**src/rtl/mips32_fetch_queue_pkg.sv**
```systemverilog
// Shared MIPS32 definitions: opcodes, word width and fetch FSM state encoding.
package mips32_pkg;

    localparam int unsigned WORD_W = 32;

    // Opcode field values, instruction bits [31:26]
    localparam logic [5:0] ADD   = 6'b000000;
    localparam logic [5:0] SUB   = 6'b000001;
    localparam logic [5:0] AND   = 6'b000010;
    localparam logic [5:0] OR    = 6'b000011;
    localparam logic [5:0] SLT   = 6'b000100;
    localparam logic [5:0] MUL   = 6'b000101;
    localparam logic [5:0] LW    = 6'b001000;
    localparam logic [5:0] SW    = 6'b001001;
    localparam logic [5:0] ADDI  = 6'b001010;
    localparam logic [5:0] SUBI  = 6'b001011;
    localparam logic [5:0] SLTI  = 6'b001100;
    localparam logic [5:0] BNEQZ = 6'b001101;
    localparam logic [5:0] BEQZ  = 6'b001110;
    localparam logic [5:0] HLT   = 6'b111111;

    typedef enum logic [1:0] {
        FETCH,
        WAIT,
        DISCARD,
        HALT
    } fetch_state_t;

endpackage

```
**src/rtl/mips32_fetch_queue_if.sv**
```systemverilog
// Fetch-stage bus bundle: instruction-memory req/ack port and the IF->ID valid/ready port.
// master = fetch unit, slave = memory / ID stage side.
interface mips32_fetch_queue_if
    import mips32_pkg::*;
#(
    parameter int unsigned ADDR_W = 10
);
    logic              imem_req;
    logic [ADDR_W-1:0] imem_addr;
    logic              imem_ack;
    logic [WORD_W-1:0] imem_rdata;
    logic              id_ready;
    logic              if_valid;
    logic [WORD_W-1:0] if_ir;
    logic [WORD_W-1:0] if_npc;

    modport master (
        output imem_req, imem_addr,
        input  imem_ack, imem_rdata,
        input  id_ready,
        output if_valid, if_ir, if_npc
    );

    modport slave (
        input  imem_req, imem_addr,
        output imem_ack, imem_rdata,
        output id_ready,
        input  if_valid, if_ir, if_npc
    );
endinterface

```
**src/rtl/mips32_fetch_queue_fifo.sv**
```systemverilog
// Prefetch FIFO: DEPTH entries of {npc, ir}, synchronous flush, occupancy count,
// head word forced to zero when empty so no stale/X data reaches ID.
module mips32_fetch_fifo #(
    parameter int unsigned DEPTH = 4,
    parameter int unsigned WIDTH = 64
) (
    input  logic                     clk,
    input  logic                     rst,
    input  logic                     push,
    input  logic                     pop,
    input  logic                     flush,
    input  logic [WIDTH-1:0]         din,
    output logic [WIDTH-1:0]         head,
    output logic [$clog2(DEPTH):0]   count
);
    localparam int unsigned PW = $clog2(DEPTH);

    logic [WIDTH-1:0] mem [DEPTH];
    logic [PW-1:0]    rd_ptr;
    logic [PW-1:0]    wr_ptr;

    // Pointer and occupancy bookkeeping; flush overrides push and pop
    always_ff @(posedge clk or posedge rst) begin
        if (rst) begin
            rd_ptr <= '0;
            wr_ptr <= '0;
            count  <= '0;
        end else if (flush) begin
            rd_ptr <= '0;
            wr_ptr <= '0;
            count  <= '0;
        end else begin
            if (push) wr_ptr <= wr_ptr + 1'b1;
            if (pop)  rd_ptr <= rd_ptr + 1'b1;
            case ({push, pop})
                2'b10:   count <= count + 1'b1;
                2'b01:   count <= count - 1'b1;
                default: count <= count;
            endcase
        end
    end

    // Entry storage; contents are only observed through a non-empty head
    always_ff @(posedge clk) begin
        if (push && !flush) mem[wr_ptr] <= din;
    end

    assign head = (count == '0) ? '0 : mem[rd_ptr];

endmodule

```
**src/rtl/mips32_fetch_queue.sv**
```systemverilog
// MIPS32 instruction fetch front-end: owns the fetch PC, issues one imem read at a
// time with a FIFO slot reserved at issue, buffers {pc+1, word} and hands the head to ID.
// Redirects flush the queue; halt stops fetching once any outstanding read completes.
module mips32_fetch_queue
    import mips32_pkg::*;
#(
    parameter int unsigned DEPTH    = 4,
    parameter int unsigned ADDR_W   = 10,
    parameter logic [31:0] RESET_PC = '0
) (
    input  logic                   clk,
    input  logic                   rst,
    mips32_fetch_queue_if.master   bus,
    input  logic                   redirect_valid,
    input  logic [31:0]            redirect_pc,
    input  logic                   halt,
    output logic                   taken_branch,
    output logic [$clog2(DEPTH):0] fifo_count,
    output logic                   halted
);
    localparam int unsigned CW = $clog2(DEPTH) + 1;

    fetch_state_t      state;
    fetch_state_t      state_nxt;
    logic [31:0]       pc;
    logic [ADDR_W-1:0] req_addr;
    logic              halt_seen;
    logic              halting;
    logic              redirect_take;
    logic              issue;
    logic              push;
    logic              pop;
    logic [2*WORD_W-1:0] head;

    // halt beats a same-cycle redirect and blocks all later ones
    assign halting       = halt || halt_seen;
    assign redirect_take = redirect_valid && !halting;

    // Address is latched at issue so a redirect during DISCARD cannot disturb it
    assign bus.imem_req  = (state == WAIT) || (state == DISCARD);
    assign bus.imem_addr = req_addr;
    assign bus.if_valid  = (fifo_count != '0) && !redirect_take;
    assign bus.if_npc    = head[2*WORD_W-1:WORD_W];
    assign bus.if_ir     = head[WORD_W-1:0];
    assign pop           = bus.if_valid && bus.id_ready;
    assign halted        = (state == HALT);

    // State register
    always_ff @(posedge clk or posedge rst) begin
        if (rst) state <= FETCH;
        else     state <= state_nxt;
    end

    // Next-state, issue and push decisions
    always_comb begin
        state_nxt = state;
        issue     = 1'b0;
        push      = 1'b0;
        case (state)
            FETCH: begin
                if (halting) begin
                    state_nxt = HALT;
                end else if (!redirect_take && (fifo_count < CW'(DEPTH))) begin
                    issue     = 1'b1;
                    state_nxt = WAIT;
                end
            end
            WAIT: begin
                if (bus.imem_ack) begin
                    push      = !redirect_take;
                    state_nxt = halting ? HALT : FETCH;
                end else if (redirect_take) begin
                    state_nxt = DISCARD;
                end
            end
            DISCARD: begin
                if (bus.imem_ack) state_nxt = halting ? HALT : FETCH;
            end
            HALT:    state_nxt = HALT;
            default: state_nxt = FETCH;
        endcase
    end

    // PC, request address, sticky halt and branch-taken pulse
    always_ff @(posedge clk or posedge rst) begin
        if (rst) begin
            pc           <= RESET_PC;
            req_addr     <= '0;
            halt_seen    <= 1'b0;
            taken_branch <= 1'b0;
        end else begin
            taken_branch <= redirect_take;
            if (halt)  halt_seen <= 1'b1;
            if (issue) req_addr  <= pc[ADDR_W-1:0];
            if (redirect_take)  pc <= redirect_pc;
            else if (push)      pc <= pc + 32'd1;
        end
    end

    mips32_fetch_fifo #(
        .DEPTH (DEPTH),
        .WIDTH (2*WORD_W)
    ) u_fifo (
        .clk   (clk),
        .rst   (rst),
        .push  (push),
        .pop   (pop),
        .flush (redirect_take),
        .din   ({pc + 32'd1, bus.imem_rdata}),
        .head  (head),
        .count (fifo_count)
    );

endmodule
```
**src/flat_wrapper.sv**
```systemverilog
// flat-port wrapper written by rule: the top's interface ports become plain ports
module mips32_fetch_queue_flat import mips32_pkg::*;
#(
    parameter int unsigned DEPTH    = 4,
    parameter int unsigned ADDR_W   = 10,
    parameter logic [31:0] RESET_PC = '0
)
  (clk, rst, redirect_valid, redirect_pc, halt, taken_branch, fifo_count, halted, bus_imem_req, bus_imem_addr, bus_imem_ack, bus_imem_rdata, bus_id_ready, bus_if_valid, bus_if_ir, bus_if_npc);
  mips32_fetch_queue_if #(.ADDR_W(ADDR_W)) bus_i ();
  input  logic clk;
  input  logic rst;
  input  logic redirect_valid;
  input  logic [31:0] redirect_pc;
  input  logic halt;
  output logic taken_branch;
  output logic [$clog2(DEPTH):0] fifo_count;
  output logic halted;
  output wire logic [$bits(bus_i.imem_req)-1:0] bus_imem_req;
  output wire logic [$bits(bus_i.imem_addr)-1:0] bus_imem_addr;
  input wire logic [$bits(bus_i.imem_ack)-1:0] bus_imem_ack;
  input wire logic [$bits(bus_i.imem_rdata)-1:0] bus_imem_rdata;
  input wire logic [$bits(bus_i.id_ready)-1:0] bus_id_ready;
  output wire logic [$bits(bus_i.if_valid)-1:0] bus_if_valid;
  output wire logic [$bits(bus_i.if_ir)-1:0] bus_if_ir;
  output wire logic [$bits(bus_i.if_npc)-1:0] bus_if_npc;
  assign bus_imem_req = bus_i.imem_req;
  assign bus_imem_addr = bus_i.imem_addr;
  assign bus_i.imem_ack = bus_imem_ack;
  assign bus_i.imem_rdata = bus_imem_rdata;
  assign bus_i.id_ready = bus_id_ready;
  assign bus_if_valid = bus_i.if_valid;
  assign bus_if_ir = bus_i.if_ir;
  assign bus_if_npc = bus_i.if_npc;
  mips32_fetch_queue #(.DEPTH(DEPTH), .ADDR_W(ADDR_W), .RESET_PC(RESET_PC)) u_core (.clk(clk), .rst(rst), .bus(bus_i), .redirect_valid(redirect_valid), .redirect_pc(redirect_pc), .halt(halt), .taken_branch(taken_branch), .fifo_count(fifo_count), .halted(halted));
endmodule
```
**config.mk**
```make
export PLATFORM = sky130hd
export DESIGN_NAME = mips32_fetch_queue_flat
export DESIGN_NICKNAME = d
export VERILOG_FILES = /design/src/rtl/mips32_fetch_queue_pkg.sv /design/src/rtl/mips32_fetch_queue_if.sv /design/src/rtl/mips32_fetch_queue_fifo.sv /design/src/rtl/mips32_fetch_queue.sv /design/src/flat_wrapper.sv
export SDC_FILE = /design/constraint.sdc
export NUM_CORES = 1
export LEC_CHECK = 0
export ABC_AREA = 1
export CORE_AREA = 2 2 158 160
export DETAILED_ROUTE_END_ITERATION = 16
export DIE_AREA = 0 0 160 162
export PLACE_DENSITY = 0.89
export SETUP_SLACK_MARGIN = 0.4
export SYNTH_ARGS = -nofsm -noshare
export SYNTH_HDL_FRONTEND = slang
export SYNTH_SLANG_ARGS = --single-unit
```
**constraint.sdc**
```tcl
create_clock -name clk -period 5.87 [get_ports clk]
set_input_delay 1.4675 -clock clk [delete_from_list [all_inputs] [get_ports clk]]
set_output_delay 1.4675 -clock clk [all_outputs]
set_load 0.01 [all_outputs]
```
==> results.md, run 1 <==
- Wire length of the first global-routing pass: around 47000 um
- Register bit count reported by yosys: about 310
- Num Clock Sinks: 309
- Register-to-register path setup slack: 3.06 ns
- Via count of the first global-routing pass: 9298
- P per Cell Area: roughly 500 nW/um^2
- Cells taking the most area after synthesis: edfxtp_1 (58%), dfrtp_1 (9.9%), nor2_1 (8.3%)
- Max cap viols: 0
- Cell count after placement: ~1700
- Maximum number of pins on one net before global-route repair: between 90 and 100
- Number of gates resized after CTS: 0
- Cell leakage power: between 5 and 6 nW
- Post-detailed-routing wire length: 30200 um
- Smallest hold slack: between 0.4 and 0.5 ns
- Last weighted congestion value of the routability-driven placer: roughly 0.97
- Crit start category: register
- Ratio of cells with drive above 1 in the final layout: 6.99%
- Detailed placer's ending HPWL: between 15000 and 20000 um
- Crit Reg-Reg Endpoint: u_core.u_fifo.count[2]
- Longest Clk Path Bufs: 3
- Critical path fanouts, max: 56
- Clock network latency to the later pin of the worst-skew pair: roughly 0.55 ns
- # Post-CTS Setup Buffers: 0
- Cell count after synthesis: around 1300
- Worst Setup Path Type: reg2out
- Worst path arrival time: around 3.5 ns
- Endpoint of the worst hold-timing path: u_core.bus.imem_addr[1]
- Nature of the critical path endpoint: output pin
- Count of buffers inserted at the top-level ports: 150
- GRT Util Overall: a little under a quarter
- Residual DRC count: 0
- Ys Warns: 0
- Setup repair after global routing missed its margin: no
- Most area-hungry cell type in the Yosys netlist: edfxtp_1
- First DRT Iteration DRCs: 866
- Clock transition at the register clock pins on the worst setup and hold paths after CTS: 0.06 ns
- Portion of synthesized cell area occupied by the leading cell type: between 50% and 60%
- Final setup vio count: 0
- Total design power: 8.05 mW
- Stage delay of the slowest cell on the critical path: 0.66 ns
- Remaining global-route overflow: 0
- Max Clock Skew: between 0.015 and 0.02 ns
- Average cell area after synthesis: roughly 11 sq um
- Worst slew margin: ~28%
- Number of rows created at floorplan: 57
- Most used flip-flop cell after synthesis: edfxtp_1
- Async set-or-reset flop fraction in the synthesized netlist: 17.2%
- Post-route insts no fill: around 1700
- Sequential fraction of the synthesis area: about two thirds
- Final-report max-slew violation count: 0
- Worst ir drop on vdd: ~0.28 mV
- Library cell used as clock root buffer: clkbuf_16
- Number of buffers created by CTS: 30
- Most Frequent Cell on Critical Path: buf_4
- Die span in x: 160 um
- Required time worst endpoint: between 4 and 5 ns
- Number of I/O pins: roughly 150
- Type of the tightest min-delay check: reg2reg
- Final Hold Viols: 0
- Period Utilization, post-route: 84.8%
- Slew at the pin closest to its max-slew limit: roughly 1.1 ns
- Initial Utilization: 55.5%
- Core box area: between 20000 and 25000 sq um
- First-pass DRT Iterations: 6
- Fmax: 0.201 GHz
- Tmin final: roughly 5.0 ns
- Antenna violations before repair: 0
- Area added between synthesis and finish: 21.1%
- DR vias/cell: ~5.5
- Worst-path cell chain: clkinv_2, buf_4, buf_4, o21ai_0, a21oi_1, clkdlybuf4s50_1
- Antenna-violating nets left: 0
- Summed negative setup slack over all endpoints: 0 ns
- Post-synth EDFFs: about 260
- Outcome: finished, final reports clean
- Post-Syn Nets: roughly 1300
- DIE AREA: between 20000 and 30000 sq um
- Cts-stage hold buffer count: 0
- Number of distinct library cells after synthesis: 32
- H-tree lvl count: 1
- N_diodes: 0
- Count of nets after finishing: 1474
- Worst r2r src: u_core.halt_seen
- Number of cells on the worst hold path: 2
- # fillers: around 1700
- Critical hold path startpoint: u_core.bus.imem_addr[1]
- Die height: between 150 and 200 um
- Slowest stage cell on the critical path: dfrtp_4
- TritonCTS clock tree: yes
- Total number of vias: between 9000 and 10000
- R2R cell count: 11
- Cell area after synthesis: ~13000 sq um
- Detail-routed net length per standard cell: ~17 um
## worst max-delay path, delay by kind of cell, from the launching register on
kind | cells | cell delay, ns
flip-flops | 1 | 0.66
buffers and inverters | 4 | 1.90
AO/OA/AOI/OAI | 2 | 0.40
## how the worst max path moves through the flow
stage / startpoint / to / depth (start not counted)
4_1_cts: u_core.u_fifo.rd_ptr[0] / bus_if_ir[15] / 6
2_1_floorplan: halt / u_core.u_fifo.mem[0][0] / 6
5_1_grt: u_core.u_fifo.rd_ptr[0] / bus_if_ir[18] / 6
6_report: u_core.u_fifo.rd_ptr[0] / bus_if_ir[15] / 6
3_3_place_gp: halt / bus_if_valid / 6
3_5_place_dp: halt / bus_if_valid / 6
## cell type report
cell class                 instances  area, sq um  area share, %
timing repair buffer             162         1640           10.1
sequential                       309         9020           55.7
multi-input combinational        807         3810           23.6
clock buffer                      37          818           5.06
inverter                          83          313           1.93
tap                              324          405           2.51
clock inverter                    19          170           1.05
## power breakdown
| group | internal, mW | total [mW] | switching (mW) |
|---|---|---|---|
| logic | 1.29 | 3.13 | 1.84 |
| registers | 2.81 | 3.02 | 0.218 |
| clock network | 1.12 | 1.90 | 0.786 |
## metal layers
metal | GRT usage, % | routed length (um) | up-vias
met5 | 0 | 0 | -
met4 | 6.96 | 776 | 0
met3 | 3.55 | 2320 | 59
met2 | 40.1 | 15000 | 412
met1 | 30.2 | 12100 | 4582
li1 | - | - | 4508
## cells in the mapped netlist (2+ instances only)
cell and n:
xor2_2 6, nor2_1 295, nand2_2 7, edfxtp_1 256, nand2_1 183, nand3_1 22
inv_2 5, dfrtp_1 53, xor2_1 9, a21oi_1 69, nor2_2 6, clkbuf_1 29
nor2_4 8, o211ai_1 7, nand2_4 2, a22o_1 7, buf_1 7, o21ai_0 166
buf_4 3, buf_2 19, and2_1 2, ha_1 10, inv_1 78
## flip-flops by register name, indices dropped and copies added, names as in the netlist
register and count:
u_core.bus.imem_addr 10, u_core.halt_seen 1, u_core.pc 32, u_core.state 2, u_core.taken_branch 1, u_core.u_fifo.count 3, u_core.u_fifo.mem 256, u_core.u_fifo.rd_ptr 2
u_core.u_fifo.wr_ptr 2
## stage by stage
step	instance area [sq um]	worst slack [ns]	utilization (%)
after floorplan	13400	0.684	-
after detailed placement	15200	1.49	63.0
after global placement	15200	1.52	63.0
after CTS	16200	0.888	67.1
final	16200	0.893	67.1
after global routing	16200	0.705	67.1
## cell usage in the layout (no fill, tap or decap), types with 2 or more instances in the layout
master / synthesis / final
buf_12: 0 / 4
buf_4: 3 / 8
nand2_4: 2 / 2
inv_1: 78 / 76
nor2_1: 295 / 291
clkbuf_8: 0 / 2
clkbuf_1: 29 / 4
clkinv_1: 0 / 8
xor2_1: 9 / 9
o21ai_0: 166 / 166
clkdlybuf4s50_1: 0 / 150
inv_6: 0 / 2
clkbuf_16: 0 / 31
xor2_2: 6 / 6
ha_1: 10 / 10
nand3_1: 22 / 22
clkinv_2: 0 / 5
nand2_1: 183 / 183
dfrtp_1: 53 / 51
inv_2: 5 / 6
bufinv_16: 0 / 3
nand2_2: 7 / 7
nor2_4: 8 / 12
a22o_1: 7 / 7
nor2_2: 6 / 6
and2_1: 2 / 2
o211ai_1: 7 / 7
edfxtp_1: 256 / 256
a21oi_1: 69 / 69
## cells by family after synthesis
family | after synthesis | share of synthesized area, %
adders and majority gates | 11 | 1.09
and+or+nand+nor | 527 | 16.0
AOI/OAI and AO/OA | 253 | 9.85
DFF | 309 | 67.4
buffers and inverters | 142 | 4.26
xor gates and xnor gates | 16 | 1.39
(Power assumes the default switching activity.)
==> run 2, diff against run 1 <==
==> constraint.sdc (replaced) <==
create_clock -name clk -period 4.6 [get_ports clk]
set_input_delay 1.15 -clock clk [delete_from_list [all_inputs] [get_ports clk]]
set_output_delay 1.15 -clock clk [all_outputs]
set_load 0.01 [all_outputs]
==> run 2 against run 1 <==
- cell area increased by 0.96%
- critical path type unchanged
- global-route usage increased by 1.6 points
- largest power group unchanged
- utilization increased by 0.64 points
- sequential share of layout area decreased by 0.53 points
- largest cell class unchanged
==> results.md, run 2 (synthesized netlist as in run 1, its figures left out) <==
- Outcome: finished, final reports clean
- H-tree lvl count: 1
- Worst Setup Path Type: reg2out
- P per Cell Area: approximately 650 nW/um^2
- Number of I/O pins: 151
- Worst ir drop on vdd: 0.455 mV
- Total design power: around 11 mW
- Fmax: around 0.25 GHz
- Most frequent cells in the layout: nor2_1 (291), edfxtp_1 (256), nand2_1 (183), o21ai_0 (166), clkdlybuf4s50_1 (150)
- Register with the highest flop count: u_core.u_fifo.mem
- First-pass DRT Iterations: 5
- Remaining global-route overflow: 0
- DIE AREA: 25900 sq um
- Library cell used as clock root buffer: clkbuf_16
- Tmin final: between 4 and 5 ns
- Max FFs per register: about 260
- Die height: about 160 um
- Register cell area after layout: ~9000 sq um
- Number of buffer and inverter stages on the critical path: 3
- Max Clock Skew: about 0.020 ns
- Worst path arrival time: between 2 and 3 ns
- Post-detailed-routing wire length: about 33000 um
- Final-report max-slew violation count: 0
- Number of buffers created by CTS: 29
- Ratio of cells with drive above 1 in the final layout: under 10%
- First DRT Iteration DRCs: ~960
- Leading cell type in the layout, fill and taps excluded: nor2_1
- Count of nets after finishing: approximately 1500
- Residual DRC count: 0
- Antenna violations before repair: 0
- Slowest stage cell on the critical path: dfrtp_4
- Detailed placer's ending HPWL: between 15000 and 20000 um
- Worst r2r src: u_core.halt_seen
- Count of buffers inserted at the top-level ports: 150
- Type of the tightest min-delay check: reg2reg
- Longest Clk Path Bufs: 3
- Core box area: between 20000 and 25000 sq um
- Wire length of the first global-routing pass: just over 50000 um
- Endpoint of the worst hold-timing path: u_core.bus.imem_addr[4]
- Num Clock Sinks: 309
- Required time worst endpoint: about 3.5 ns
- DR vias/cell: about 5.6
- N_diodes: 0
- Setup repair after global routing missed its margin: no
- Worst slew margin: 38.3%
- Via count of the first global-routing pass: approximately 9900
- Slew at the pin closest to its max-slew limit: between 0.9 and 1 ns
- Crit Reg-Reg Endpoint: u_core.u_fifo.count[1]
- Initial Utilization: ~55%
- R2R cell count: 9
- Period Utilization, post-route: between 80% and 90%
- Area occupied by multi-input gates: 3810 sq um
- Max cap viols: 0
- Clock transition at the register clock pins on the worst setup and hold paths after CTS: about 0.070 ns
- Cell leakage power: 5.99 nW
- Number of cells on the worst hold path: 2
- Total number of vias: just under 10000
- Maximum number of pins on one net before global-route repair: 65
- Nature of the critical path endpoint: output pin
- Register-to-register path setup slack: ~1.9 ns
- Clock network latency to the later pin of the worst-skew pair: roughly 0.55 ns
- Final setup vio count: 0
- Critical hold path startpoint: u_core.bus.imem_addr[4]
- Post-layout worst setup margin: 0.575 ns
- Critical path depth in cells: 5
- Final Hold Viols: 0
- Number of rows created at floorplan: 57
- GRT Util Overall: about a quarter
- TritonCTS clock tree: yes
- Crit-path leading delay family: buffers and inverters
- Last weighted congestion value of the routability-driven placer: approximately 0.96
- # fillers: between 1500 and 2000
- Setup slack at placement: 0.695 ns
- Area added between synthesis and finish: 22.2%
- Antenna-violating nets left: 0
- Critical path fanouts, max: 32
- Die span in x: approximately 160 um
- Stage delay of the slowest cell on the critical path: roughly 0.62 ns
- Detail-routed net length per standard cell: roughly 19 um
- Crit start category: register
- Worst-path cell chain: clkinv_4, buf_4, o21ai_0, a21oi_1, clkdlybuf4s50_1
## run 2: per-layer routing
metal,vias to the layer above,routed length (um),global-route usage (%)
li1,4515,-,-
met1,4682,13000,32.2
met2,477,16400,42.6
met3,47,2580,4.16
met4,0,619,7.41
met5,-,0,0
## run 2: tightest hold or removal path, cell delays in order (launching register included)
cell and delay, ns:
dfrtp_1 0.35, nand2_1 0.05, o21ai_0 0.06
## run 2: how the worst max path moves through the flow
stage	end	slack, ns	from
6_report	bus_if_npc[12]	0.57	u_core.u_fifo.rd_ptr[0]
5_1_grt	bus_if_npc[17]	0.43	u_core.u_fifo.rd_ptr[0]
4_1_cts	bus_if_ir[15]	0.47	u_core.u_fifo.rd_ptr[0]
3_5_place_dp	u_core.u_fifo.count[1]	0.70	halt
3_3_place_gp	u_core.u_fifo.count[2]	0.78	halt
2_1_floorplan	u_core.u_fifo.mem[0][0]	-0.27	halt
## run 2: what timing repair did
action	4_1_cts	5_1_grt
endpoints found under the hold margin	0	0
setup endpoints to repair	7	8
hold buffers	0	0
resized for setup	2	0
gates cloned	0	0
setup buffers	0	1
## run 2: layout make-up
class | instances | area share [%]
clock buffer | 45 | 5.58
clock inverter | 8 | 0.858
inverter | 83 | 1.94
multi-input combinational | 807 | 23.4
sequential | 309 | 55.2
tap | 324 | 2.48
timing repair buffer | 169 | 10.6
## run 2: metrics by stage
stage               cells  TNS (ns)  util [%]  area [sq um]  hold slack, ns
global route         1745         0      67.8         16300           0.517
detailed placement   1691         0      63.3         15300           0.479
global placement     1691         0      63.3         15300           0.468
finish               1745         0      67.8         16300           0.496
CTS                  1744         0      67.7         16300           0.500
floorplan            1258    -68.63         -         13400           0.487
## run 2: where the power goes
part	switching, mW	total, mW	internal (mW)	leakage [nW]
clock	1.01	2.59	1.58	0.523
sequential	0.282	3.86	3.58	3.03
combinational	2.46	4.15	1.69	2.44
